[src/rtl/hazard_pkg.sv]
// Shared types for the pipeline hazard control unit: forwarding selects, FSM
// states and the bundled stall/flush control word.
package hazard_pkg;

    typedef enum logic [1:0] {
        FWD_NONE = 2'b00,
        FWD_W    = 2'b01,
        FWD_M    = 2'b10
    } fwd_sel_t;

    typedef enum logic {
        RUN      = 1'b0,
        MEM_WAIT = 1'b1
    } hz_state_t;

    typedef struct packed {
        logic stall_f;
        logic stall_d;
        logic stall_e;
        logic stall_m;
        logic flush_d;
        logic flush_e;
        logic flush_w;
    } hz_ctrl_t;

endpackage

[src/rtl/hazard_control_unit_if.sv]
// Signal bundle between the pipeline datapath (master) and the hazard control unit (slave).
interface hazard_control_unit_if #(
    parameter int unsigned ADDR_WIDTH = 5,
    parameter int unsigned CNT_WIDTH  = 32
);
    logic [ADDR_WIDTH-1:0] Rs1D;
    logic [ADDR_WIDTH-1:0] Rs2D;
    logic [ADDR_WIDTH-1:0] Rs1E;
    logic [ADDR_WIDTH-1:0] Rs2E;
    logic [ADDR_WIDTH-1:0] RdE;
    logic [ADDR_WIDTH-1:0] RdM;
    logic [ADDR_WIDTH-1:0] RdW;
    logic                  ResultSrcE0;
    logic                  RegWriteM;
    logic                  RegWriteW;
    logic                  PCSrcE;
    logic                  MemReqM;
    logic                  MemReadyM;
    logic                  CntClr;

    logic                  StallF;
    logic                  StallD;
    logic                  StallE;
    logic                  StallM;
    logic                  FlushD;
    logic                  FlushE;
    logic                  FlushW;
    logic [1:0]            ForwardAE;
    logic [1:0]            ForwardBE;
    logic                  MemTimeout;
    logic [CNT_WIDTH-1:0]  StallCycles;
    logic [CNT_WIDTH-1:0]  LwStallCnt;
    logic [CNT_WIDTH-1:0]  FlushCnt;

    modport master (
        output Rs1D, Rs2D, Rs1E, Rs2E, RdE, RdM, RdW,
        output ResultSrcE0, RegWriteM, RegWriteW, PCSrcE, MemReqM, MemReadyM, CntClr,
        input  StallF, StallD, StallE, StallM, FlushD, FlushE, FlushW,
        input  ForwardAE, ForwardBE, MemTimeout, StallCycles, LwStallCnt, FlushCnt
    );

    modport slave (
        input  Rs1D, Rs2D, Rs1E, Rs2E, RdE, RdM, RdW,
        input  ResultSrcE0, RegWriteM, RegWriteW, PCSrcE, MemReqM, MemReadyM, CntClr,
        output StallF, StallD, StallE, StallM, FlushD, FlushE, FlushW,
        output ForwardAE, ForwardBE, MemTimeout, StallCycles, LwStallCnt, FlushCnt
    );

endinterface

[src/rtl/hazard_control_unit_sat_counter.sv]
// Event counter that saturates at all-ones; synchronous clear beats increment.
module sat_counter #(
    parameter int unsigned WIDTH = 32
) (
    input  logic             clk,
    input  logic             rst_n,
    input  logic             clr,
    input  logic             inc,
    output logic [WIDTH-1:0] count
);

    logic [WIDTH-1:0] count_q, count_d;

    always_comb begin
        count_d = count_q;
        if (clr) begin
            count_d = '0;
        end else if (inc && (count_q != '1)) begin
            count_d = count_q + WIDTH'(1);
        end
    end

    always_ff @(posedge clk or negedge rst_n) begin
        if (!rst_n) begin
            count_q <= '0;
        end else begin
            count_q <= count_d;
        end
    end

    assign count = count_q;

endmodule

[src/rtl/hazard_control_unit.sv]
// Pipeline hazard control: forwarding selects, prioritised stall/flush decode,
// memory-wait tracking with timeout watchdog, and saturating event counters.
module hazard_control_unit
    import hazard_pkg::*;
#(
    parameter int unsigned ADDR_WIDTH = 5,
    parameter int unsigned CNT_WIDTH  = 32,
    parameter int unsigned TIMEOUT    = 256
) (
    input logic                  clk,
    input logic                  rst_n,
    hazard_control_unit_if.slave hz
);

    localparam int unsigned            WaitWidth = $clog2(TIMEOUT + 1);
    localparam logic [WaitWidth-1:0]   WaitMax   = WaitWidth'(TIMEOUT);

    function automatic fwd_sel_t fwd_sel(input logic [ADDR_WIDTH-1:0] rs,
                                         input logic [ADDR_WIDTH-1:0] rd_m,
                                         input logic [ADDR_WIDTH-1:0] rd_w,
                                         input logic                  wr_m,
                                         input logic                  wr_w);
        if (wr_m && (rd_m != '0) && (rd_m == rs)) begin
            return FWD_M;
        end else if (wr_w && (rd_w != '0) && (rd_w == rs)) begin
            return FWD_W;
        end
        return FWD_NONE;
    endfunction

    assign hz.ForwardAE = fwd_sel(hz.Rs1E, hz.RdM, hz.RdW, hz.RegWriteM, hz.RegWriteW);
    assign hz.ForwardBE = fwd_sel(hz.Rs2E, hz.RdM, hz.RdW, hz.RegWriteM, hz.RegWriteW);

    logic mem_haz;
    logic lw_haz;
    logic lw_win;
    logic flush_win;

    assign mem_haz   = hz.MemReqM & ~hz.MemReadyM;
    assign lw_haz    = hz.ResultSrcE0 & (hz.RdE != '0) &
                       ((hz.RdE == hz.Rs1D) | (hz.RdE == hz.Rs2D));
    assign flush_win = hz.PCSrcE & ~mem_haz;
    assign lw_win    = lw_haz & ~hz.PCSrcE & ~mem_haz;

    // Decoded from mem_haz rather than state, so a same-cycle ready costs no stall.
    hz_ctrl_t ctrl;

    always_comb begin
        ctrl = '0;
        if (mem_haz) begin
            ctrl.stall_f = 1'b1;
            ctrl.stall_d = 1'b1;
            ctrl.stall_e = 1'b1;
            ctrl.stall_m = 1'b1;
            ctrl.flush_w = 1'b1;
        end else if (hz.PCSrcE) begin
            ctrl.flush_d = 1'b1;
            ctrl.flush_e = 1'b1;
        end else if (lw_haz) begin
            ctrl.stall_f = 1'b1;
            ctrl.stall_d = 1'b1;
            ctrl.flush_e = 1'b1;
        end
    end

    assign hz.StallF = ctrl.stall_f;
    assign hz.StallD = ctrl.stall_d;
    assign hz.StallE = ctrl.stall_e;
    assign hz.StallM = ctrl.stall_m;
    assign hz.FlushD = ctrl.flush_d;
    assign hz.FlushE = ctrl.flush_e;
    assign hz.FlushW = ctrl.flush_w;

    hz_state_t            state_q, state_d;
    logic [WaitWidth-1:0] wait_q, wait_d;
    logic                 timeout_q, timeout_d;

    always_comb begin
        state_d   = state_q;
        wait_d    = wait_q;
        timeout_d = timeout_q;
        unique case (state_q)
            RUN: begin
                wait_d = '0;
                if (mem_haz) begin
                    state_d = MEM_WAIT;
                end
            end
            MEM_WAIT: begin
                if (!hz.MemReqM) begin
                    // Request dropped without ready: protocol violation.
                    timeout_d = 1'b1;
                    state_d   = RUN;
                    wait_d    = '0;
                end else if (hz.MemReadyM) begin
                    state_d = RUN;
                    wait_d  = '0;
                end else if (wait_q != WaitMax) begin
                    wait_d = wait_q + WaitWidth'(1);
                    if (wait_d == WaitMax) begin
                        timeout_d = 1'b1;
                    end
                end
            end
            default: begin
                state_d = RUN;
                wait_d  = '0;
            end
        endcase
    end

    always_ff @(posedge clk or negedge rst_n) begin
        if (!rst_n) begin
            state_q   <= RUN;
            wait_q    <= '0;
            timeout_q <= 1'b0;
        end else begin
            state_q   <= state_d;
            wait_q    <= wait_d;
            timeout_q <= timeout_d;
        end
    end

    assign hz.MemTimeout = timeout_q;

    sat_counter #(.WIDTH(CNT_WIDTH)) u_stall_cnt (
        .clk   (clk),
        .rst_n (rst_n),
        .clr   (hz.CntClr),
        .inc   (mem_haz),
        .count (hz.StallCycles)
    );

    sat_counter #(.WIDTH(CNT_WIDTH)) u_lw_cnt (
        .clk   (clk),
        .rst_n (rst_n),
        .clr   (hz.CntClr),
        .inc   (lw_win),
        .count (hz.LwStallCnt)
    );

    sat_counter #(.WIDTH(CNT_WIDTH)) u_flush_cnt (
        .clk   (clk),
        .rst_n (rst_n),
        .clr   (hz.CntClr),
        .inc   (flush_win),
        .count (hz.FlushCnt)
    );

endmodule

[src/flat_wrapper.sv]
// flat-port wrapper written by rule: the top's interface ports become plain ports
module hazard_control_unit_flat import hazard_pkg::*;
#(
    parameter int unsigned ADDR_WIDTH = 5,
    parameter int unsigned CNT_WIDTH  = 32,
    parameter int unsigned TIMEOUT    = 256
)
  (clk, rst_n, hz_Rs1D, hz_Rs2D, hz_Rs1E, hz_Rs2E, hz_RdE, hz_RdM, hz_RdW, hz_ResultSrcE0, hz_RegWriteM, hz_RegWriteW, hz_PCSrcE, hz_MemReqM, hz_MemReadyM, hz_CntClr, hz_StallF, hz_StallD, hz_StallE, hz_StallM, hz_FlushD, hz_FlushE, hz_FlushW, hz_ForwardAE, hz_ForwardBE, hz_MemTimeout, hz_StallCycles, hz_LwStallCnt, hz_FlushCnt);
  hazard_control_unit_if #(.ADDR_WIDTH(ADDR_WIDTH), .CNT_WIDTH(CNT_WIDTH)) hz_i ();
  input logic clk;
  input logic rst_n;
  input wire logic [$bits(hz_i.Rs1D)-1:0] hz_Rs1D;
  input wire logic [$bits(hz_i.Rs2D)-1:0] hz_Rs2D;
  input wire logic [$bits(hz_i.Rs1E)-1:0] hz_Rs1E;
  input wire logic [$bits(hz_i.Rs2E)-1:0] hz_Rs2E;
  input wire logic [$bits(hz_i.RdE)-1:0] hz_RdE;
  input wire logic [$bits(hz_i.RdM)-1:0] hz_RdM;
  input wire logic [$bits(hz_i.RdW)-1:0] hz_RdW;
  input wire logic [$bits(hz_i.ResultSrcE0)-1:0] hz_ResultSrcE0;
  input wire logic [$bits(hz_i.RegWriteM)-1:0] hz_RegWriteM;
  input wire logic [$bits(hz_i.RegWriteW)-1:0] hz_RegWriteW;
  input wire logic [$bits(hz_i.PCSrcE)-1:0] hz_PCSrcE;
  input wire logic [$bits(hz_i.MemReqM)-1:0] hz_MemReqM;
  input wire logic [$bits(hz_i.MemReadyM)-1:0] hz_MemReadyM;
  input wire logic [$bits(hz_i.CntClr)-1:0] hz_CntClr;
  output wire logic [$bits(hz_i.StallF)-1:0] hz_StallF;
  output wire logic [$bits(hz_i.StallD)-1:0] hz_StallD;
  output wire logic [$bits(hz_i.StallE)-1:0] hz_StallE;
  output wire logic [$bits(hz_i.StallM)-1:0] hz_StallM;
  output wire logic [$bits(hz_i.FlushD)-1:0] hz_FlushD;
  output wire logic [$bits(hz_i.FlushE)-1:0] hz_FlushE;
  output wire logic [$bits(hz_i.FlushW)-1:0] hz_FlushW;
  output wire logic [$bits(hz_i.ForwardAE)-1:0] hz_ForwardAE;
  output wire logic [$bits(hz_i.ForwardBE)-1:0] hz_ForwardBE;
  output wire logic [$bits(hz_i.MemTimeout)-1:0] hz_MemTimeout;
  output wire logic [$bits(hz_i.StallCycles)-1:0] hz_StallCycles;
  output wire logic [$bits(hz_i.LwStallCnt)-1:0] hz_LwStallCnt;
  output wire logic [$bits(hz_i.FlushCnt)-1:0] hz_FlushCnt;
  assign hz_i.Rs1D = hz_Rs1D;
  assign hz_i.Rs2D = hz_Rs2D;
  assign hz_i.Rs1E = hz_Rs1E;
  assign hz_i.Rs2E = hz_Rs2E;
  assign hz_i.RdE = hz_RdE;
  assign hz_i.RdM = hz_RdM;
  assign hz_i.RdW = hz_RdW;
  assign hz_i.ResultSrcE0 = hz_ResultSrcE0;
  assign hz_i.RegWriteM = hz_RegWriteM;
  assign hz_i.RegWriteW = hz_RegWriteW;
  assign hz_i.PCSrcE = hz_PCSrcE;
  assign hz_i.MemReqM = hz_MemReqM;
  assign hz_i.MemReadyM = hz_MemReadyM;
  assign hz_i.CntClr = hz_CntClr;
  assign hz_StallF = hz_i.StallF;
  assign hz_StallD = hz_i.StallD;
  assign hz_StallE = hz_i.StallE;
  assign hz_StallM = hz_i.StallM;
  assign hz_FlushD = hz_i.FlushD;
  assign hz_FlushE = hz_i.FlushE;
  assign hz_FlushW = hz_i.FlushW;
  assign hz_ForwardAE = hz_i.ForwardAE;
  assign hz_ForwardBE = hz_i.ForwardBE;
  assign hz_MemTimeout = hz_i.MemTimeout;
  assign hz_StallCycles = hz_i.StallCycles;
  assign hz_LwStallCnt = hz_i.LwStallCnt;
  assign hz_FlushCnt = hz_i.FlushCnt;
  hazard_control_unit #(.ADDR_WIDTH(ADDR_WIDTH), .CNT_WIDTH(CNT_WIDTH), .TIMEOUT(TIMEOUT)) u_core (.clk(clk), .rst_n(rst_n), .hz(hz_i));
endmodule
[config.mk]
export PLATFORM = sky130hd
export DESIGN_NAME = hazard_control_unit_flat
export DESIGN_NICKNAME = d
export VERILOG_FILES = /design/src/rtl/hazard_pkg.sv /design/src/rtl/hazard_control_unit_if.sv /design/src/rtl/hazard_control_unit_sat_counter.sv /design/src/rtl/hazard_control_unit.sv /design/src/flat_wrapper.sv
export SDC_FILE = /design/constraint.sdc
export NUM_CORES = 1
export LEC_CHECK = 0
export CAP_MARGIN = 5
export CORE_AREA = 2 2 120 122
export CTS_CLUSTER_DIAMETER = 200
export DETAILED_ROUTE_END_ITERATION = 16
export DIE_AREA = 0 0 122 124
export GPL_ROUTABILITY_DRIVEN = 0
export PLACE_DENSITY = 0.87
export SYNTH_ARGS = -nofsm -noshare
export SYNTH_HDL_FRONTEND = slang
export SYNTH_SLANG_ARGS = --single-unit
[constraint.sdc]
create_clock -name clk -period 2.3 [get_ports clk]
set_input_delay 0.46 -clock clk [delete_from_list [all_inputs] [get_ports clk]]
set_output_delay 0.46 -clock clk [all_outputs]
set_load 0.005 [all_outputs]
==> key figures <==
Final layout
  • Fraction of layout cells with a size suffix above 1: 0.1707
  • Layout Cells excl Fill: 1088
  • Final design area excluding fillers: 8896 um2
  • Area growth, synth to finish: 45.04%
  • # diodes: 0
  • Commonest non-fill, non-tap cells in the layout: clkdlybuf4s50_1 (108), dfrtp_1 (107), nor2_1 (84)
  • Commonest non-fill, non-tap cell in the layout: clkdlybuf4s50_1
  • Util after Layout: 0.6484
  • Final #Nets: 953

Floorplan
  • Std cell rows: 43
  • IO Pins: 152
  • Die area: 15130 um2
  • Starting Density: 0.4471
  • Core area: 13720 um2
  • Die width: 122 um
  • Die height: 124 um

Logic synthesis
  • Synth unique cells: 49
  • Adder-Cell Fraction of Synth Area: 0.01224
  • Cells after synthesis: 680
  • Synth Register Bits: 107
  • Main synth FF type: dfrtp_1
  • Synth Area in XOR/XNOR: 0.1285
  • EDFF count, synth: 0
  • Ys Warns: 0
  • Simple-gate share of the synthesized area: 0.2882
  • Syn_nets: 730
  • Async set or reset register ratio after synthesis: 1.000
  • Post-Syn Area per Cell: 9.020 um2
  • Sequential area share after synthesis: 0.4366
  • Post-synthesis compound-gate area fraction: 0.1008
  • Mapped Area: 6133 um2
  • Post-synthesis mux area share: 0.003264
  • Main combinational cell family by area after synthesis: simple AND/OR/NAND/NOR gates

Min path
  • Min-Delay Path Class: input pin to async pin

CTS
  • H-tree depth: 3
  • Number of clock sinks: 107
  • CTS tree: built
  • Num CTS Buffers: 9
  • Worst-skew pair later-pin latency: 0.36 ns
  • Clock root buffer master: clkbuf_16
  • Reg clk slew, reported paths: 0.08 ns
  • Clock Path Buffers: 2
  • Post-CTS Hold Fix Bufs: 0

Worst setup path
  • Crit end category: output pin
  • CP max FO: 2
  • Startpoint types: input pin
  • CP Class: input pin to output pin
  • Slowest Stage Delay on Critical Path: 0.52 ns
  • Req. time, crit path: 1.84 ns
  • Cell Chain, Critical Path: buf_6 -> or4_4 -> o21ai_2 -> buf_4 -> nor4_4 -> nor4_2 -> buf_2
  • Critical path's slowest cell: or4_4
  • Arrival time at the worst endpoint: 1.83 ns

Power
  • Pwr/cell area: 424.1 nW/um2
  • Internal power: 2.873 mW
  • Combinational Power Share: 0.103
  • Clk pwr share: 0.394
  • Peak VDD IR: 0.2819 mV
  • Total power: 3.773 mW
  • Register share of total power: 0.503
  • Leak pwr: 3.703 nW
  • Net Switching: 899.2 uW
  • Sw frac: 0.2383

Route
  • Vias: 6117
  • Starting DRT DRC Count: 327
  • Avg WL per Cell: 16.17 um
  • Drt pass-1 iters: 7
  • Routed vias/inst: 5.622
  • Routed WL: 17600 um
  • DRC: 0
  • DRT antenna net count: 0

Place
  • Placed cell area: 8308 um2
  • # port buffers: 151
  • HPWL Detailed: 12380 um
  • Post-Place Worst Slack: -0.8395 ns
  • Placed cells: 1058

STA
  • Final setup skew: 0.01372 ns
  • Final hold slack: 0.007240 ns
  • Fin worst setup slack: 0.009065 ns
  • Worst slew pin tran: 0.4649 ns
  • Max transition margin: 0.6877
  • Max Slew Vio Count: 0
  • Min Tclk post-route: 2.291 ns
  • RSZ-0062 raised after global routing: true
  • Fin. Hold Viols: 0
  • Final Cycle Share: 0.9961
  • Sum Neg Setup Slack: 0 ns
  • Final setup fails: 0
  • Peak Freq: 0.4365 GHz

Global route
  • Largest net degree at the start of global routing: 47
  • Wire length of the first global-routing pass: 27850 um
  • All-layer global routing usage: 0.2301
  • Vias in the first global route: 5851
  • Overflow after GRT: 0
  • Initial antenna violation count: 0

Flow run
  • Number of max-cap violations: 0

Status
  • Outcome: complete, no violations
cell usage after synthesis, types with 6 or more instances:
cell / instances / area share
a21oi_1: 41 / 0.033
and2_1: 6 / 0.0061
and3_1: 22 / 0.022
and4_1: 11 / 0.016
clkbuf_1: 18 / 0.011
dfrtp_1: 107 / 0.44
ha_1: 6 / 0.012
inv_1: 11 / 0.0067
nand2_1: 45 / 0.028
nand3_1: 50 / 0.041
nand4_1: 32 / 0.033
nor2_1: 84 / 0.051
nor2b_1: 6 / 0.0061
nor3_1: 16 / 0.013
nor4_1: 6 / 0.0061
o21ai_0: 30 / 0.024
o31ai_1: 10 / 0.012
or3_1: 27 / 0.028
or4_1: 14 / 0.017
xnor2_1: 39 / 0.056
xor2_1: 51 / 0.073
logic make-up (layout without fill, tap and decap cells):
| kind of cell | Yosys count | after routing |
|---|---|---|
| adders and majority gates | 6 | 6 |
| muxes | 2 | 2 |
| xor gates and xnor gates | 90 | 90 |
| buffers and inverters | 38 | 266 |
| AOI/OAI and AO/OA | 102 | 102 |
| and+or+nand+nor | 335 | 335 |
| DFF | 107 | 107 |
power by group through the flow:
stage | clock network [mW] | registers [mW] | logic (mW)
after floorplan | 0 | 1.93 | 0.115
after global routing | 1.59 | 1.90 | 0.422
final | 1.49 | 1.90 | 0.388
after CTS | 1.52 | 1.90 | 0.359
after global placement | 0 | 1.93 | 0.335
after detailed placement | 0 | 1.93 | 0.343
final cells by class:
cell class              count  area, um2
clock buffers              13      260.3
clock inverters             3      22.52
fillers                  1090       4823
inverters                  12      47.55
multi-input cells         535       3468
flip-flops and latches    107       2678
well taps                 180      225.2
repair buffers            238       2195
repair_timing:
item | 4_1_cts | 5_1_grt
endpoints found under the setup margin | 24 | 36
pin swaps | 14 | 23
setup buffers | 7 | 7
resized for setup | 83 | 50
gates cloned | 0 | 1
worst paths after layout:
| check | start | end | slack, ns | cells past startpoint |
|---|---|---|---|---|
| max in group asynchronous | rst_n | u_core.u_lw_cnt.count[2]$_DFFE_PN0P_ | 1.62 | 2 |
| hold / removal | rst_n | u_core.u_lw_cnt.count[11]$_DFFE_PN0P_ | 0.007 | 1 |
| hold reg to reg | u_core.hz.MemTimeout$_DFFE_PN0P_ | u_core.hz.MemTimeout$_DFFE_PN0P_ | 0.49 | 2 |
| setup reg to reg | u_core.u_lw_cnt.count[16]$_DFFE_PN0P_ | u_core.u_lw_cnt.count[14]$_DFFE_PN0P_ | 0.05 | 8 |
| min in group clk | u_core.hz.MemTimeout$_DFFE_PN0P_ | u_core.hz.MemTimeout$_DFFE_PN0P_ | 0.49 | 2 |
| setup / recovery | hz_RdM[3] | hz_ForwardBE[0] | 0.009 | 7 |
critical path: cells and delay by family:
| family | cells | cell delay (ns) |
|---|---|---|
| and+or+nand+nor | 3 | 0.85 |
| buffers and inverters | 3 | 0.38 |
| AOI/OAI and AO/OA | 1 | 0.14 |
flip-flops by register name, indices dropped and copies added, names as in the netlist:
signal,count
u_core.u_lw_cnt.count,32
u_core.state_q,1
u_core.wait_q,9
u_core.u_flush_cnt.count,32
u_core.hz.MemTimeout,1
u_core.u_stall_cnt.count,32
layer usage:
layer | GRT usage | up-vias | routed length [um]
met2 | 0.3792 | 227 | 8763
met3 | 0.04258 | 37 | 1085
met5 | 0 | - | 0
met1 | 0.2934 | 2956 | 7273
met4 | 0.1099 | 0 | 474
li1 | - | 2897 | -
Note: power is estimated with default switching activity, not from simulation.
==> variant 1: new RTL, same flow settings <==
`TIMEOUT` is set to 256 in 2 places; all go to 128.
--- a/src/rtl/hazard_control_unit.sv
+++ b/src/rtl/hazard_control_unit.sv
@@ -5,7 +5,7 @@
 #(
     parameter int unsigned ADDR_WIDTH = 5,
     parameter int unsigned CNT_WIDTH  = 32,
-    parameter int unsigned TIMEOUT    = 256
+    parameter int unsigned TIMEOUT    = 128
 ) (
     input logic                  clk,
     input logic                  rst_n,
--- a/src/flat_wrapper.sv
+++ b/src/flat_wrapper.sv
@@ -3,7 +3,7 @@
 #(
     parameter int unsigned ADDR_WIDTH = 5,
     parameter int unsigned CNT_WIDTH  = 32,
-    parameter int unsigned TIMEOUT    = 256
+    parameter int unsigned TIMEOUT    = 128
 )
   (clk, rst_n, hz_Rs1D, hz_Rs2D, hz_Rs1E, hz_Rs2E, hz_RdE, hz_RdM, hz_RdW, hz_ResultSrcE0, hz_RegWriteM, hz_RegWriteW, hz_PCSrcE, hz_MemReqM, hz_MemReadyM, hz_CntClr, hz_StallF, hz_StallD, hz_StallE, hz_StallM, hz_FlushD, hz_FlushE, hz_FlushW, hz_ForwardAE, hz_ForwardBE, hz_MemTimeout, hz_StallCycles, hz_LwStallCnt, hz_FlushCnt);
   hazard_control_unit_if #(.ADDR_WIDTH(ADDR_WIDTH), .CNT_WIDTH(CNT_WIDTH)) hz_i ();
Formal check against the unedited RTL: same outputs for any inputs over 4 cycles, from zero or initial values and one cycle with rst_n low; that may be too few to reach the edited logic, so the function may still have changed.
==> variant 1 against the unedited design <==
- final area is 3.1% higher
- power is 4.5% higher
- first-iteration DRC count is 35% higher
- clock power is 12% higher
- wire length is 3.1% higher
- sequential cell count is 1 lower
- synthesized area is 0.39% higher
- setup slack better by 13 ps
- largest cell class unchanged
==> variant 1: results (changes against the unedited design) <==
stage,metric,value,unit,change
pwr,Leakage,3.77,nW,+1.8%
sta,Fin Clk Skew,6.38,ps,-7.34 ps
layout,Fillers,1055,,-3.2%
synthesis,net count after synthesis,731,,+0.14%
drt,WL met2,9.03,mm,+3.0%
sta,Slew @ Worst Pin,561,ps,+95.8 ps
drt,Metal-1 WL,7.50,mm,+3.1%
setup_path,Crit Path Max Fanout,2,,unchanged
setup_path,CP startpoint,hz_Rs2E[4],,
drt,routed vias,6217,,+1.6%
status,status,finished clean,,
setup_path,reg-to-reg setup timing slack,90,ps,+40 ps
drt,metal3 WL,1.31,mm,+21%
clock_network,Root Driver,clkbuf_16,,
drt,drt total wl,18.1,mm,+3.1%
clock_network,clk_lat worst skew,360,ps,about the same
synthesis,Async SR Flop Fraction,100,%,unchanged
placed_design,HPWL Detailed,12.8,mm,+3.0%
synthesis,Synth area leaders,"dfrtp_1 (43%), xnor2_1 (8.8%), nor2_1 (5.7%)",,
pwr,maximum vdd drop,291,uV,+3.2%
drt,Max Used Layer,met4,,
synthesis,Ys Warns,0,,unchanged
layout,fraction of layout cells with a size suffix above 1,20.3,%,+3.3 points
synthesis,Gate Count Post-Synth,681,,+0.15%
layout,final cell count without fillers,1129,,+3.8%
synthesis,sequential share of the synthesized area,43.1,%,-0.57 points
placed_design,Place WS,-853,ps,-13.8 ps
sta,fin crit share,99.0,%,-0.57 points
global_route,first-pass GRT wire length,28.8,mm,+3.5%
layout,Final #Nets,994,,+4.3%
global_route,vias in the first global route,6051,,+3.4%
setup_path,worst reg2reg path depth,7,,-1
placed_design,placed cell area,8670,um^2,+4.4%
drt,router iterations before antenna repair,5,,-2
layout,Antenna diodes,0,,unchanged
drt,Initial DRC Count,440,,+35%
setup_path,worst path arrival time,1820,ps,
setup_path,worst reg2reg startpoint,u_core.u_lw_cnt.count[3]$_DFFE_PN0P_,,
setup_path,Reg-to-Reg End,u_core.u_lw_cnt.count[13]$_DFFE_PN0P_,,
synthesis,Yosys cell types,48,,-2.0%
synthesis,synth cell count leaders,"dfrtp_1 (106), nor2_1 (94), xnor2_1 (62)",,
global_route,GRT Overall Usage,24.1,%,+1.1 points
clock_network,Max H-tree Level,3,,unchanged
global_route,largest net degree at the start of global routing,61,,+30%
[variant 1: cell count changes after synthesis, moves of 6 or more]
cell / unedited run / this run
xor2_1: 51 / 30
a21oi_1: 41 / 31
o21ai_0: 30 / 18
nor2b_1: 6 / 12
xnor2_1: 39 / 62
or3_1: 27 / 21
mux2_1: 0 / 8
nor2_1: 84 / 94
nor4_1: 6 / 13
o21ai_1: 0 / 8
[variant 1: worst min path at each step]
stage	startpoint	to	slack [ps]	cells past startpoint
4_1_cts	rst_n	u_core.u_flush_cnt.count[1]$_DFFE_PN0P_	460	2
3_5_place_dp	rst_n	u_core.u_flush_cnt.count[1]$_DFFE_PN0P_	300	1
2_1_floorplan	rst_n	u_core.hz.MemTimeout$_DFFE_PN0P_	160	0
3_3_place_gp	rst_n	u_core.u_flush_cnt.count[1]$_DFFE_PN0P_	300	1
6_report	rst_n	u_core.u_flush_cnt.count[1]$_DFFE_PN0P_	460	2
5_1_grt	rst_n	u_core.u_flush_cnt.count[1]$_DFFE_PN0P_	480	2
[variant 1: logic make-up (layout without fill, tap and decap cells)]
logic type                 Yosys count  in the layout  share of synthesized area (%)
xor gates and xnor gates            92             92                           13.1
muxes                               13             13                           2.28
AOI/OAI and AO/OA                   77             77                           7.44
adders and majority gates            6              6                           1.22
and+or+nand+nor                    353            353                           30.5
buffers and inverters               34            302                           2.36
DFF                                106            106                           43.1
[variant 1: routing by layer]
metal,vias up,global-route usage (%)
met4,0,9.05
met3,26,6.23
met5,-,0
li1,2958,-
met1,3028,28.8
met2,205,41.9
[variant 1: layout make-up]
type / count / area [um^2] / area share (%)
Multi-Input combinational cell: 541 / 3530 / 38.5
Timing Repair Buffer: 273 / 2390 / 26.0
Inverter: 13 / 51.3 / 0.559
Clock inverter: 6 / 91.3 / 0.996
Clock buffer: 10 / 229 / 2.50
Tap cell: 180 / 225 / 2.45
Sequential cell: 106 / 2660 / 28.9
[variant 1: critical path, stage by stage]
cell           delay (ps)
dlygate4sd2_1         250
xor2_1                140
or4_4                 520
nor4_2                290
buf_2                 150
[variant 1: what timing repair did]
| action | 4_1_cts | 5_1_grt |
|---|---|---|
| pin swaps | 17 | 13 |
| resized for setup | 110 | 31 |
| setup endpoints to repair | 57 | 30 |
| hold endpoints to repair | 6 | 0 |
| hold buffers | 1 | 0 |
| buffers inserted | 4 | 6 |
[variant 1: power breakdown]
part / switching [mW] / internal (mW) / leakage [nW]
Combinational: 0.204 / 0.187 / 2.15
Clock: 0.718 / 0.957 / 0.145
Sequential: 0.00609 / 1.87 / 1.47
==> variant 2: new RTL, same settings <==
Made on the original files. Reset style: synchronous (`rst_n`), changed in 2 clocked blocks.
--- a/src/rtl/hazard_control_unit_sat_counter.sv
+++ b/src/rtl/hazard_control_unit_sat_counter.sv
@@ -20,7 +20,7 @@
         end
     end
 
-    always_ff @(posedge clk or negedge rst_n) begin
+    always_ff @(posedge clk) begin
         if (!rst_n) begin
             count_q <= '0;
         end else begin
--- a/src/rtl/hazard_control_unit.sv
+++ b/src/rtl/hazard_control_unit.sv
@@ -109,7 +109,7 @@
         endcase
     end
 
-    always_ff @(posedge clk or negedge rst_n) begin
+    always_ff @(posedge clk) begin
         if (!rst_n) begin
             state_q   <= RUN;
             wait_q    <= '0;
Formal check against the unedited RTL: differs if rst_n is asserted again (counterexample within 4 cycles, from zero or initial values and one cycle with rst_n low); with rst_n held inactive, the same outputs for 4 cycles.
==> variant 2 against the unedited design <==
- the flow now finishes with violations (setup timing)
- synthesized area decreased by 10%
- non-clock buffer count grew 9
- count of clock-buffer cells in the layout fell by 2
- setup slack got worse by 40 ps
- sequential cell count unchanged
- wire length shrank 7.3%
- final area shrank 6.4%
- power decreased by 3.7%
==> variant 2: results (changes against the unedited design) <==
stage,metric,value,unit,change
pwr,switching share of power,24.2,%,+0.32 points
drt,Initial DRC Count,269,,-18%
drt,router iterations before antenna repair,5,,-2
global_route,GRT Overall Usage,20.6,%,-2.4 points
pwr,maximum vdd drop,297,uV,+5.3%
setup_path,slowest cell on the critical path,or4_4,,
sta,Max-slew headroom,62.8,%,-6.0 points
synthesis,Mapped Avg Cell Area,8.14,um^2,-9.7%
global_route,first-pass GRT wire length,25.1,mm,-9.9%
pwr,Leakage,3.00,nW,-19%
status,status,finished with violations,,
setup_path,Crit Path Max Fanout,3,,+1
placed_design,placed cell area,7830,um^2,-5.8%
synthesis,synth cell count leaders,"dfxtp_1 (107), nor2_1 (106), xor2_1 (60)",,
placed_design,input/output buffers,151,,unchanged
placed_design,HPWL Detailed,11.6,mm,-6.5%
sta,setup violators final,2,,+2
clock_network,Root Driver,clkbuf_16,,
setup_path,worst path arrival time,1870,ps,+40 ps
layout,Antenna diodes,0,,unchanged
sta,Fin Clk Skew,8.11,ps,-5.61 ps
sta,final worst slack,-30.5,ps,-39.5 ps
status,failing checks,setup timing,,
synthesis,Async SR Flop Fraction,0,%,-100 points
synthesis,Yosys cell types,45,,-8.2%
layout,Final #Nets,962,,+0.94%
clock_network,CTS buffer count,9,,unchanged
setup_path,Critical Path Max Stage Delay,560,ps,+40 ps
synthesis,Synth area leaders,"dfxtp_1 (39%), xor2_1 (9.5%), nor2_1 (7.2%)",,
drt,via/cell ratio,5.31,,-5.6%
clock_network,clk_lat worst skew,350,ps,
synthesis,sequential share of the synthesized area,38.8,%,-4.9 points
layout,Fillers,1156,,+6.1%
clock_network,Max H-tree Level,3,,unchanged
clock_network,Clock Path Buffers,2,,unchanged
drt,DRT antenna net count,0,,unchanged
global_route,largest net degree at the start of global routing,93,,+98%
drt,drt wl/cell,14.9,um,-8.2%
hold_path,worst hold path class,register to register,,
layout,final cell count without fillers,1098,,+0.92%
global_route,initial antenna violation count,0,,unchanged
synthesis,net count after synthesis,727,,-0.41%
layout,fraction of layout cells with a size suffix above 1,18.6,%,+1.6 points
global_route,vias in the first global route,5266,,-10%
clock_network,clock slew at reported path FFs,70,ps,
synthesis,Ys Warns,0,,unchanged
setup_path,CP top delay family,simple AND/OR/NAND/NOR gates,,
global_route,GRT overflow,0,,unchanged
[variant 2: cell types whose count changed after synthesis, moves of 5 or more]
| cell | change |
|---|---|
| o21ai_0 | -11 |
| dfxtp_1 | +107 |
| or3_1 | -12 |
| and3_1 | -13 |
| o31ai_1 | -6 |
| xor2_1 | +9 |
| nor3_1 | +16 |
| nand3_1 | -5 |
| nor2_1 | +22 |
| a21oi_1 | -18 |
| nor4_1 | +13 |
| dfrtp_1 | -107 |
[variant 2: cells by family (layout without fill, tap and decap cells)]
logic type	Yosys count	in the layout	synth area share [%]
AO/OA/AOI/OAI	68	68	7.68
flip-flops	107	107	38.8
buffers and inverters	35	275	2.72
adder cells (fa/ha/maj)	5	5	1.13
multiplexers	3	3	0.544
AND/OR/NAND/NOR	357	357	32.8
XOR/XNOR	103	103	16.3
[variant 2: path summary, 6_finish.rpt]
path | slack (ps) | startpoint | cells after the start | endpoint
max reg2reg | 60 | u_core.u_lw_cnt.count[2]$_SDFFE_PP0P_ | 7 | u_core.u_lw_cnt.count[17]$_SDFFE_PP0P_
min reg2reg | 500 | u_core.u_flush_cnt.count[1]$_SDFFE_PP0P_ | 2 | u_core.u_flush_cnt.count[1]$_SDFFE_PP0P_
max | -30 | hz_RdM[1] | 6 | hz_ForwardAE[0]
min | 500 | u_core.u_flush_cnt.count[1]$_SDFFE_PP0P_ | 2 | u_core.u_flush_cnt.count[1]$_SDFFE_PP0P_
[variant 2: cell type report]
type,instances,share of cell area [%]
Multi-Input combinational cell,536,40.9
Timing Repair Buffer,247,26.7
Sequential cell,107,25.8
Clock buffer,11,2.80
Tap cell,180,2.71
Inverter,12,0.601
Clock inverter,5,0.466
[variant 2: per-stage QoR]
stage          util, %  total power [mW]  worst slack (ps)  TNS, ps  hold slack [ps]
2_1_floorplan        -              2.02              -115     -115              477
3_3_place_gp      57.0              2.20              -803   -18870              477
3_5_place_dp      57.0              2.21              -802   -20710              485
4_1_cts           59.5              3.65              3.00        0              495
5_1_grt           60.7              3.78             -61.5     -280              525
6_report          60.7              3.63             -30.5    -33.1              500
[variant 2: timing repair]
action | 4_1_cts | 5_1_grt
resized for setup | 86 | 37
endpoints found under the setup margin | 34 | 35
pin swaps | 19 | 20
setup buffers | 4 | 5
[variant 2: routing by layer]
layer	routed length, um	up-vias	GRT usage (%)
met5	0	-	0
met2	7910	163	35.3
met3	1050	26	4.95
li1	-	2886	-
met1	7080	2753	25.0
met4	278	0	7.83
[variant 2: power groups by stage]
stage	clock network (mW)	logic (mW)	registers, mW
after global routing	1.58	0.346	1.86
after floorplan	0	0.115	1.90
after global placement	0	0.298	1.90
after detailed placement	0	0.306	1.90
after CTS	1.48	0.310	1.86
final	1.45	0.324	1.86
